==> config.mk <==
export PLATFORM = sky130hd
export DESIGN_NAME = bt_debounce_multi
export DESIGN_NICKNAME = d
export VERILOG_FILES = /design/src/rtl/bt_debounce_multi.sv
export SDC_FILE = /design/constraint.sdc
export NUM_CORES = 1
export LEC_CHECK = 0
export CAP_MARGIN = 40
export CORE_MARGIN = 10
export CORE_UTILIZATION = 55
export CTS_CLUSTER_DIAMETER = 80
export DETAILED_ROUTE_END_ITERATION = 12
export DONT_BUFFER_PORTS = 1
export MAX_ROUTING_LAYER = met4
export PLACE_DENSITY = 0.69
export SLEW_MARGIN = 20
export SYNTH_ARGS = -nofsm -noshare
export SYNTH_HDL_FRONTEND = slang
export SYNTH_SLANG_ARGS = --single-unit
==> constraint.sdc <==
create_clock -name clk -period 6.58 [get_ports clk]
set_clock_uncertainty 0.1 [all_clocks]
set_input_delay 1.974 -clock clk [delete_from_list [all_inputs] [get_ports clk]]
set_output_delay 1.974 -clock clk [all_outputs]
set_load 0.1 [all_outputs]
==> src/rtl/bt_debounce_multi.sv <==
// N-channel push-button conditioner: 2-FF sync, symmetric debounce, and
// registered press/release/long/repeat pulses per channel.

module bt_debounce_lane #(
  parameter int CNT_W        = 32,
  parameter int DEBOUNCE_CYC = 1000000,
  parameter int LONG_CYC     = 50000000,
  parameter int REPEAT_CYC   = 10000000,
  parameter int ACTIVE_LOW   = 1,
  parameter int REPEAT_EN    = 1
) (
  input  logic clk,
  input  logic rst_n,
  input  logic pin,
  output logic level_o,
  output logic press_o,
  output logic rel_o,
  output logic long_o,
  output logic rpt_o
);
  localparam logic             PIN_IDLE = (ACTIVE_LOW != 0);
  localparam logic             RPT_ON   = (REPEAT_EN != 0);
  localparam logic [CNT_W-1:0] DEB_LAST = CNT_W'(DEBOUNCE_CYC - 1);
  localparam logic [CNT_W-1:0] LNG_LAST = CNT_W'(LONG_CYC - 1);
  localparam logic [CNT_W-1:0] RPT_LAST = CNT_W'(REPEAT_CYC - 1);

  typedef enum logic [1:0] {S_IDLE, S_DOWN, S_LONG} hold_t;

  logic             sync1_q, sync2_q, act;
  logic             level_q, level_d, toggle, press_ev, rel_ev;
  logic [CNT_W-1:0] dcnt_q, dcnt_d, hcnt_q, hcnt_d;
  logic             press_q, rel_q, long_q, long_d, rpt_q, rpt_d;
  hold_t            state_q, state_d;

  always_ff @(posedge clk or negedge rst_n) begin
    if (!rst_n) begin
      sync1_q <= PIN_IDLE;
      sync2_q <= PIN_IDLE;
    end else begin
      sync1_q <= pin;
      sync2_q <= sync1_q;
    end
  end

  assign act = sync2_q ^ PIN_IDLE;

  // Any agreement with the accepted level restarts the stability count.
  always_comb begin
    dcnt_d = '0;
    toggle = 1'b0;
    if (act != level_q) begin
      if (dcnt_q >= DEB_LAST) toggle = 1'b1;
      else                    dcnt_d = dcnt_q + CNT_W'(1);
    end
  end

  assign level_d  = level_q ^ toggle;
  assign press_ev = toggle & ~level_q;
  assign rel_ev   = toggle & level_q;

  always_ff @(posedge clk or negedge rst_n) begin
    if (!rst_n) state_q <= S_IDLE;
    else        state_q <= state_d;
  end

  always_comb begin
    state_d = state_q;
    if (rel_ev) state_d = S_IDLE;
    else begin
      case (state_q)
        S_IDLE:  if (press_ev) state_d = S_DOWN;
        S_DOWN:  if (hcnt_q >= LNG_LAST) state_d = S_LONG;
        default: ;
      endcase
    end
  end

  // Counter holds 0 in the pulse cycle so it reads 1 on the cycle after.
  always_comb begin
    hcnt_d = '0;
    long_d = 1'b0;
    rpt_d  = 1'b0;
    if (!rel_ev) begin
      case (state_q)
        S_IDLE: if (press_ev) hcnt_d = CNT_W'(1);
        S_DOWN: begin
          if (hcnt_q >= LNG_LAST) long_d = 1'b1;
          else                    hcnt_d = hcnt_q + CNT_W'(1);
        end
        S_LONG: begin
          if (hcnt_q >= RPT_LAST) rpt_d  = RPT_ON;
          else                    hcnt_d = hcnt_q + CNT_W'(1);
        end
        default: ;
      endcase
    end
  end

  always_ff @(posedge clk or negedge rst_n) begin
    if (!rst_n) begin
      dcnt_q  <= '0;
      hcnt_q  <= '0;
      level_q <= 1'b0;
      press_q <= 1'b0;
      rel_q   <= 1'b0;
      long_q  <= 1'b0;
      rpt_q   <= 1'b0;
    end else begin
      dcnt_q  <= dcnt_d;
      hcnt_q  <= hcnt_d;
      level_q <= level_d;
      press_q <= press_ev;
      rel_q   <= rel_ev;
      long_q  <= long_d;
      rpt_q   <= rpt_d;
    end
  end

  assign level_o = level_q;
  assign press_o = press_q;
  assign rel_o   = rel_q;
  assign long_o  = long_q;
  assign rpt_o   = rpt_q;
endmodule

module bt_debounce_multi #(
  parameter int CHANNELS     = 4,
  parameter int CNT_W        = 32,
  parameter int DEBOUNCE_CYC = 1000000,
  parameter int LONG_CYC     = 50000000,
  parameter int REPEAT_CYC   = 10000000,
  parameter int ACTIVE_LOW   = 1,
  parameter int REPEAT_EN    = 1
) (
  input  logic                clk,
  input  logic                rst_n,
  input  logic [CHANNELS-1:0] bt,
  output logic [CHANNELS-1:0] bt_level,
  output logic [CHANNELS-1:0] bt_press,
  output logic [CHANNELS-1:0] bt_release,
  output logic [CHANNELS-1:0] bt_long,
  output logic [CHANNELS-1:0] bt_repeat
);
  bt_debounce_lane #(
    .CNT_W(CNT_W), .DEBOUNCE_CYC(DEBOUNCE_CYC), .LONG_CYC(LONG_CYC),
    .REPEAT_CYC(REPEAT_CYC), .ACTIVE_LOW(ACTIVE_LOW), .REPEAT_EN(REPEAT_EN)
  ) u_lane [CHANNELS-1:0] (
    .clk     (clk),
    .rst_n   (rst_n),
    .pin     (bt),
    .level_o (bt_level),
    .press_o (bt_press),
    .rel_o   (bt_release),
    .long_o  (bt_long),
    .rpt_o   (bt_repeat)
  );
endmodule

==> metrics.csv, run 1 <==
stage;metric;value;unit
finish;antenna_cells;0;
global_routing;grt_pass1_vias;8331;
sta;drv_slew;0;
route;vias;8314;
finish;drive_gt1_frac;0.0679;
finish;num-fill-cells;1828;
clocking;cts_made_buffers;31;
route;first_iter_violations;596;
clocking;cts_tree;yes;
synth;synth_cell_types;64;
synth;avgSynthCellArea;10.7;um2
finish;synthToLayoutAreaGrowth;13.5;%
synth;synth_top_family_by_area;simple AND/OR/NAND/NOR gates;
synth;yosysMostFrequentCell;dfrtp_1;
sta;setup_viol;0;
route;vias_per_cell;5.17;
global_routing;grt_start_max_net_pins;293;
floorplan;die-area;29800;um2
pwr;p_per_area;317;nW/um2
synth;yosys.area.top_type;dfrtp_1;
route;drt_wl_total;21100;um
placed_design;port_buffers;0;
route;drc_errors;0;
global_routing;overflow;0;
worst_setup_path;worstPathMaxFanout;1;
global_routing;grt_pass1_wl;38100;um
sta;tightest_slew;891;ps
synth;yosysWarnings;0;
synth;synth_area_leaders;dfrtp_1, nor2_1, xnor2_1;
global_routing;track_usage;0.147;
worst_setup_path;r2r-end;u_lane[1].hcnt_q[20]$_DFF_PN0_;
sta;setup_tns;0;ps
global_routing;use_met1;0.197;
sta;rsz0062_at_grt;false;
route;dr.pass1.iters;6;
clocking;cts.clk_slew.worst_paths;60;ps
finish;num-nets-final;1297;
worst_setup_path;reg2regPathDepth;12;
synth;muxShareOfSynthArea;0;
worst_setup_path;crit_type;reg2out;
worst_hold_path;hp-class;reg2reg;
route;ant_nets;0;
global_routing;met2_usage;0.230;
worst_setup_path;critPathLaunchType;register;
synth;synth_edf_count;0;
synth;synthSimpleGateAreaFrac;0.220;
worst_setup_path;r2r_slack;3200;ps
sta;fin_crit;3540;ps
clocking;clk_latency;540;ps
worst_setup_path;worstPathRequired;4510;ps
placed_design;place_congestion;0.814;
pwr;peakVddDrop;180;uV
clocking;cts_setup_buffers;0;
worst_setup_path;end_kind;primary output;
placed_design;dp_hpwl;13400;um
global_routing;top_usage_layer;met2;
sta;max_freq;282;MHz
clocking;clock-sinks;292;
floorplan;pin_count;26;
sta;slew_headroom;0.406;
synth;yosys.area.top_type_share;0.554;
synth;synthCells;1200;
synth;synth-seq-area-share;0.570;
clocking;clk_path_buf_depth;3;
pwr;power_leakage;6.09;nW
sta;setup_ws;3040;ps
floorplan;core;22800;um2
route;wl_per_cell;13.1;um
synth;synthFlopType;dfrtp_1;
synth;async_flop_share;1.00;
floorplan;rows;55;
finish;seqCellArea;7320;um2
worst_setup_path;arrival;1470;ps
worst_setup_path;rr_startpoint;u_lane[1].dcnt_q[0]$_DFF_PN0_;
sta;finalCritPeriodShare;0.538;
worst_hold_path;hp-start;u_lane[3].sync1_q$_DFF_PN1_;
worst_hold_path;hold_path_depth;0;
clocking;h-tree-depth;1;
global_routing;antenna_found_initial;0;
synth;ys_ff_latch;292;
run;cap_violations;0;
floorplan;die_h;173;um
clocking;root_buffer;clkbuf_16;
floorplan;start_util;0.563;
synth;netlist_top_cells_count;dfrtp_1, nor2_1, xnor2_1, xor2_1, nand3_1;
synth;syn_area;12800;um2
worst_hold_path;whs_endpoint;u_lane[3].sync2_q$_DFF_PN1_;
synth;synth_xor_area_frac;0.116;
sta;hold_viol;0;
clocking;cts_resized;0;
status;outcome;finished clean;
clocking;cts-hold-fix-buffers;0;
synth;synth_compound_area_frac;0.0439;
placed_design;pre_cts_slack;3200;ps
floorplan;die_x;173;um
finish;multi_input_area;5390;um2
synth;synthAdderAreaFrac;0.0185;
global_routing;grt_util_met3;0.0229;
[layer usage]
| metal | up-vias | wire (um) | share of wire |
|---|---|---|---|
| li1 | 4170 | - | - |
| met5 | - | 0 | 0 |
| met3 | 32 | 656 | 0.031 |
| met2 | 77 | 9890 | 0.47 |
| met4 | 0 | 353 | 0.017 |
| met1 | 4035 | 10200 | 0.48 |
[layout by cell type (no fill, tap or decap), types with 3 or more instances in the layout]
master     count
a2111oi_0      5
xnor2_1       85
nor4_1        24
a21oi_1       11
o31ai_1        3
clkbuf_1       5
dfrtp_1      284
ha_1          19
a31oi_1        3
conb_1        72
xor2_1        85
and2_1         8
nand3b_1       5
buf_16         6
and3_1        33
bufinv_16      5
or4_1          9
clkinv_2       3
a211oi_1       4
or3_1          3
o21ai_0       14
dfstp_2        8
a2111o_1       3
nor2_1       221
a21o_1         4
clkbuf_8      10
inv_1         26
a211o_1        3
clkbuf_16     31
nand3_1       72
nor3_1        45
and4_1        18
nand2_1       63
nor2b_1       13
nand4_1       41
nor3b_1        3
[flip-flops by register name (all words and copies together), names as in the netlist]
| name | count |
|---|---|
| u_lane.rpt_o | 4 |
| u_lane.sync2_q | 4 |
| u_lane.level_o | 4 |
| u_lane.dcnt_q | 128 |
| u_lane.long_o | 4 |
| u_lane.sync1_q | 4 |
| u_lane.press_o | 4 |
| u_lane.state_q | 8 |
| u_lane.rel_o | 4 |
| u_lane.hcnt_q | 128 |
[report_power, final]
group | switching, mW | internal (mW) | leakage (nW) | total (mW)
sequential | 0.339 | 1.90 | 3.85 | 2.24
clock | 0.682 | 1.17 | 0.549 | 1.85
combinational | 0.313 | 0.211 | 1.69 | 0.524
[logic make-up after synthesis]
logic type | count (synthesis)
buf+inv | 72
fa+ha+maj | 19
flops | 292
simple gates | 572
other cells | 1
xor+xnor | 170
compound gates | 74
[worst max path at each step]
stage / start / end / cells after the start
global placement: u_lane[0].dcnt_q[0]$_DFF_PN0_ / u_lane[0].hcnt_q[1]$_DFF_PN0_ / 10
detailed placement: u_lane[1].dcnt_q[0]$_DFF_PN0_ / u_lane[1].hcnt_q[14]$_DFF_PN0_ / 12
floorplan: u_lane[3].dcnt_q[0]$_DFF_PN0_ / u_lane[3].hcnt_q[12]$_DFF_PN0_ / 13
finish: u_lane[0].rel_o$_DFF_PN0_ / bt_release[0] / 0
global route: u_lane[1].dcnt_q[0]$_DFF_PN0_ / u_lane[1].hcnt_q[16]$_DFF_PN0_ / 12
CTS: u_lane[0].rel_o$_DFF_PN0_ / bt_release[0] / 0
[worst register-to-register path: cells and delay by family, from the launching register on]
kind / cells / cell delay, ps
AOI/OAI and AO/OA: 5 / 1220
adders and majority gates: 2 / 510
and+or+nand+nor: 4 / 800
DFF: 1 / 390
buffers and inverters: 1 / 240
[final cells by class]
| type | instances | share of cell area |
|---|---|---|
| Multi-Input combinational cell | 907 | 0.370 |
| Timing Repair Buffer | 14 | 0.0166 |
| Tap cell | 313 | 0.0269 |
| Clock inverter | 11 | 0.0131 |
| Clock buffer | 46 | 0.0640 |
| Sequential cell | 292 | 0.503 |
| Inverter | 26 | 0.00670 |
[stage by stage]
step                cell area (um2)  std cells  hold WS [ps]  power [mW]   util
detailed placement            13400       1550           247        2.79  0.588
finish                        14600       1609           251        4.62  0.639
global route                  14600       1609           257        4.82  0.639
CTS                           14500       1607           252        4.67  0.638
floorplan                     13100       1271           245        2.67      -
global placement              13200       1540           246        2.67  0.580
(Power assumes the default switching activity.)
==> run 2: changes to the inputs <==
==> constraint.sdc (replaced) <==
create_clock -name clk -period 3.4 [get_ports clk]
set_clock_uncertainty 0.1 [all_clocks]
set_input_delay 1.02 -clock clk [delete_from_list [all_inputs] [get_ports clk]]
set_output_delay 1.02 -clock clk [all_outputs]
set_load 0.1 [all_outputs]
==> metrics.csv, run 2 (synthesis gave the netlist of run 1 again) <==
stage;metric;value;unit
global_routing;overflow;0;
pwr;p_per_area;608;nW/um2
sta;finalCritPeriodShare;0.948;
floorplan;die_x;173;um
route;first_iter_violations;588;
sta;max_freq;310;MHz
global_routing;grt_pass1_wl;38200;um
worst_setup_path;cp.buffers_inverters;1;
global_routing;track_usage;0.148;
sta;drv_slew;0;
worst_hold_path;hp-class;in2async;
sta;rsz0062_at_grt;true;
finish;mostFrequentLayoutCells;dfrtp_1, nor2_1, xnor2_1, xor2_1;
clocking;h-tree-depth;1;
clocking;cts.clk_slew.worst_paths;70;ps
worst_setup_path;worstPathRequired;3770;ps
worst_setup_path;cpPeakStageDelay;420;ps
placed_design;place_congestion;0.812;
worst_setup_path;end_kind;register;
route;ant_nets;0;
finish;antenna_cells;0;
placed_design;port_buffers;0;
worst_setup_path;critPathLaunchType;register;
route;wl_per_cell;13.4;um
sta;fin_crit;3220;ps
finish;drive_gt1_frac;0.0746;
global_routing;grt_pass1_vias;8269;
floorplan;start_util;0.563;
pwr;power_leakage;6.09;nW
clocking;clk_latency;550;ps
global_routing;grt_start_max_net_pins;293;
pwr;power;8.86;mW
floorplan;rows;55;
pwr;peakVddDrop;404;uV
worst_setup_path;worstPathMaxFanout;17;
route;dr.pass1.iters;4;
sta;hold-worst-slack;67.8;ps
sta;setup_tns;0;ps
worst_setup_path;critPathSlowestCell;a2111o_1;
sta;setup_ws;178;ps
finish;largestRegisters;u_lane.dcnt_q: 128 flops, u_lane.hcnt_q: 128 flops, u_lane.state_q: 8 flops;
floorplan;core;22800;um2
clocking;cts_tree;yes;
floorplan;die-area;29800;um2
floorplan;die_h;173;um
finish;final_common_cell;dfrtp_1;
floorplan;pin_count;26;
finish;synthToLayoutAreaGrowth;13.5;%
placed_design;dp_hpwl;13500;um
status;outcome;finished clean;
sta;hold_viol;0;
run;cap_violations;0;
route;vias_per_cell;5.23;
clocking;cts-hold-fix-buffers;0;
worst_setup_path;arrival;3590;ps
clocking;root_buffer;clkbuf_16;
worst_setup_path;crit_type;reg2reg;
sta;tightest_slew;878;ps
route;drc_errors;0;
clocking;cts_made_buffers;31;
worst_setup_path;critical-path-top-delay-family;compound AO/OA/AOI/OAI gates;
finish;num-nets-final;1301;
sta;setup_viol;0;
clocking;clk_path_buf_depth;3;
placed_design;pre_cts_slack;97.2;ps
route;vias;8430;
worst_setup_path;crit_chain;ha_1 > and4_2 > a2111o_1 > a211o_1 > a21oi_2 > and2b_1 > ha_2 > nor2_2 > nand2_1 > a2bb2oi_4 > buf_8 > o21ai_0;
route;drt_wl_total;21700;um
global_routing;antenna_found_initial;0;
sta;slew_headroom;0.415;
clocking;clock-sinks;292;
run 2: final timing paths:
check / from / endpoint / slack [ps] / depth (start not counted)
max: u_lane[3].dcnt_q[0]$_DFF_PN0_ / u_lane[3].hcnt_q[0]$_DFF_PN0_ / 180 / 12
min: rst_n / u_lane[2].hcnt_q[22]$_DFF_PN0_ / 70 / 0
max reg2reg: u_lane[3].dcnt_q[0]$_DFF_PN0_ / u_lane[3].hcnt_q[0]$_DFF_PN0_ / 180 / 12
min reg2reg: u_lane[0].sync1_q$_DFF_PN1_ / u_lane[0].sync2_q$_DFF_PN1_ / 260 / 0
max in group asynchronous: rst_n / u_lane[2].hcnt_q[13]$_DFF_PN0_ / 2650 / 0
min in group clk: u_lane[0].sync1_q$_DFF_PN1_ / u_lane[0].sync2_q$_DFF_PN1_ / 260 / 0
run 2: through the flow:
stage          std cells  utilization  area (um2)
4_1_cts             1609        0.635       14500
3_5_place_dp        1552        0.587       13400
5_1_grt             1613        0.640       14600
6_report            1613        0.640       14600
3_3_place_gp        1547        0.582       13300
2_1_floorplan       1271            -       13100
run 2: area by class of cell:
cell class,instances,area (um2)
tap,313,392
multi-input combinational,908,5450
timing repair buffer,17,216
clock buffer,45,908
clock inverter,12,189
inverter,26,97.6
fill,1794,8210
sequential,292,7320
run 2: where the power goes:
group	total (mW)	internal (mW)	switching, mW	leakage, nW
sequential	4.26	3.68	0.571	3.85
clock	3.54	2.22	1.32	0.545
combinational	1.07	0.356	0.714	1.70
total	8.86	6.26	2.60	6.09
run 2: what timing repair did:
item,in CTS,in global routing
resized for setup,0,9
endpoints found under the setup margin,0,50
buffers inserted,0,1
run 2: layer usage:
layer	vias to the layer above	track usage	routed length [um]
li1	4185	-	-
met1	4116	0.200	10500
met2	95	0.229	10100
met3	34	0.0244	608
met4	0	0.0395	434
met5	-	-	0
==> run 3: changes to the inputs <==
--- a/config.mk
+++ b/config.mk
@@ -6,6 +6,7 @@
 export NUM_CORES = 1
 export LEC_CHECK = 0
 export CAP_MARGIN = 40
+export CORE_ASPECT_RATIO = 0.9
 export CORE_MARGIN = 10
 export CORE_UTILIZATION = 55
 export CTS_CLUSTER_DIAMETER = 80
==> metrics.csv, run 3 (synthesis gave the netlist of run 1 again) <==
stage;metric;value;unit
status;outcome;finished clean;
route;vias_per_cell;5.23;
placed_design;port_buffers;0;
global_routing;grt_pass1_vias;7957;
route;drc_errors;0;
pwr;switching_share;0.292;
route;first_iter_violations;695;
finish;final_area;14600;um2
worst_setup_path;worstPathMaxFanout;13;
worst_setup_path;crit_type;reg2reg;
sta;max_freq;315;MHz
finish;fin_util;0.641;
sta;fin_crit;3170;ps
finish;num-nets-final;1299;
worst_setup_path;cpPeakStageDelay;460;ps
pwr;p_int;6.30;mW
floorplan;core;22700;um2
worst_setup_path;r2r_slack;230;ps
finish;largestRegisters;u_lane.dcnt_q: 128 flops, u_lane.hcnt_q: 128 flops, u_lane.state_q: 8 flops;
global_routing;overflow;0;
pwr;p_sw;2.59;mW
clocking;cts_tree;yes;
sta;finalCritPeriodShare;0.934;
pwr;seqPwrFrac;0.482;
clocking;cts.clk_slew.worst_paths;60;ps
route;wl_per_cell;13.6;um
worst_setup_path;critPathMostFrequentCell;ha_1;
floorplan;rows;52;
clocking;clk_path_buf_depth;3;
floorplan;die_x;181;um
sta;drv_slew;0;
global_routing;track_usage;0.149;
pwr;comb_power_share;0.111;
worst_setup_path;worstPathRequired;3740;ps
pwr;power_leakage;6.08;nW
global_routing;grt_pass1_wl;37700;um
finish;final_common_cell;dfrtp_1;
clocking;clock-sinks;292;
worst_setup_path;reg2regPathDepth;10;
worst_setup_path;critPathLaunchType;register;
clocking;h-tree-depth;1;
clocking;cts_made_buffers;30;
worst_setup_path;critPathSlowestCell;nor4_4;
placed_design;place_inst;1537;
route;vias;8343;
worst_setup_path;arrival;3520;ps
global_routing;antenna_found_initial;0;
worst_setup_path;critical-path-top-delay-family;compound AO/OA/AOI/OAI gates;
pwr;peakVddDrop;545;uV
worst_setup_path;cp.buffers_inverters;0;
sta;slew_headroom;0.410;
sta;hold_viol;0;
finish;num-fill-cells;1843;
worst_setup_path;crit_chain;ha_1 > and4_1 > a2111o_1 > a211o_1 > a21oi_2 > nor2b_1 > ha_1 > nor4_4 > a41oi_4 > nor2_1;
clocking;root_buffer;clkbuf_16;
finish;drive_gt1_frac;0.0732;
route;dr.pass1.iters;5;
finish;antenna_cells;0;
placed_design;dpl_cell_area;13400;um2
placed_design;dp_hpwl;13600;um
worst_setup_path;rr_startpoint;u_lane[2].dcnt_q[0]$_DFF_PN0_;
floorplan;die_h;165;um
finish;seqCellArea;7320;um2
worst_setup_path;r2r-end;u_lane[2].hcnt_q[16]$_DFF_PN0_;
sta;setup_tns;0;ps
finish;final_cells;1595;
sta;setup_viol;0;
finish;synthToLayoutAreaGrowth;13.4;%
clocking;cts-hold-fix-buffers;0;
global_routing;grt_start_max_net_pins;293;
placed_design;place_congestion;0.803;
route;ant_nets;0;
pwr;pwr-share-clk;0.407;
pwr;p_per_area;611;nW/um2
route;drt_wl_total;21800;um
floorplan;die-area;29900;um2
placed_design;pre_cts_slack;112;ps
floorplan;pin_count;26;
worst_setup_path;end_kind;register;
clocking;clk_latency;540;ps
sta;setup_ws;225;ps
finish;multi_input_area;5450;um2
floorplan;start_util;0.565;
run;cap_violations;0;
sta;tightest_slew;886;ps
worst_hold_path;hp-class;in2async;
finish;mostFrequentLayoutCells;dfrtp_1, nor2_1, xnor2_1, xor2_1;
## run 3: cell types whose count changed in the layout (fill, tap and decap cells not counted), sizes merged
cell | previous run | this run
buf | 16 | 15
clkinvlp | 0 | 2
clkinv | 6 | 4
clkdlybuf4s15 | 0 | 1
clkbuf | 46 | 43
bufinv | 5 | 6
## run 3: stage by stage
step                total power [mW]  hold WS [ps]
global placement                5.21           248
CTS                             8.96          64.4
global route                    9.27          54.3
finish                          8.89          83.0
detailed placement              5.31           247
floorplan                       5.17           245
## run 3: power by group through the flow
stage	combinational (mW)	clock (mW)	sequential (mW)
6_report	0.988	3.62	4.29
5_1_grt	1.10	3.85	4.32
4_1_cts	0.968	3.70	4.29
3_5_place_dp	0.967	0	4.35
3_3_place_gp	0.781	0	4.43
2_1_floorplan	1.31	0	3.86
## run 3: how the worst max path moves through the flow
stage / cells past startpoint / slack (ps) / from / end
6_report: 10 / 230 / u_lane[2].dcnt_q[0]$_DFF_PN0_ / u_lane[2].hcnt_q[16]$_DFF_PN0_
5_1_grt: 12 / -10 / u_lane[3].dcnt_q[0]$_DFF_PN0_ / u_lane[3].hcnt_q[16]$_DFF_PN0_
4_1_cts: 12 / 90 / u_lane[3].dcnt_q[0]$_DFF_PN0_ / u_lane[3].hcnt_q[4]$_DFF_PN0_
3_5_place_dp: 12 / 110 / u_lane[3].dcnt_q[0]$_DFF_PN0_ / u_lane[3].hcnt_q[12]$_DFF_PN0_
3_3_place_gp: 11 / 200 / u_lane[0].dcnt_q[0]$_DFF_PN0_ / u_lane[0].hcnt_q[1]$_DFF_PN0_
2_1_floorplan: 13 / 380 / u_lane[3].dcnt_q[0]$_DFF_PN0_ / u_lane[3].hcnt_q[12]$_DFF_PN0_
## run 3: metal layers
metal,GRT usage,up-vias,part of all wire
met5,-,-,0
met1,0.207,4026,0.50
li1,-,4182,-
met3,0.0249,31,0.032
met2,0.224,104,0.45
met4,0.0369,0,0.019
## run 3: cell type report
type | instances | share of cell area
timing repair buffer | 16 | 0.0131
tap | 297 | 0.0255
clock inverter | 13 | 0.0156
clock buffer | 43 | 0.0619
multi-input combinational | 908 | 0.375
inverter | 26 | 0.00670
sequential | 292 | 0.503
## run 3: what timing repair did
action                                  4_1_cts  5_1_grt
resized for setup                             0        8
hold endpoints to repair                      0        0
setup buffers                                 0        1
endpoints found under the setup margin        0       59
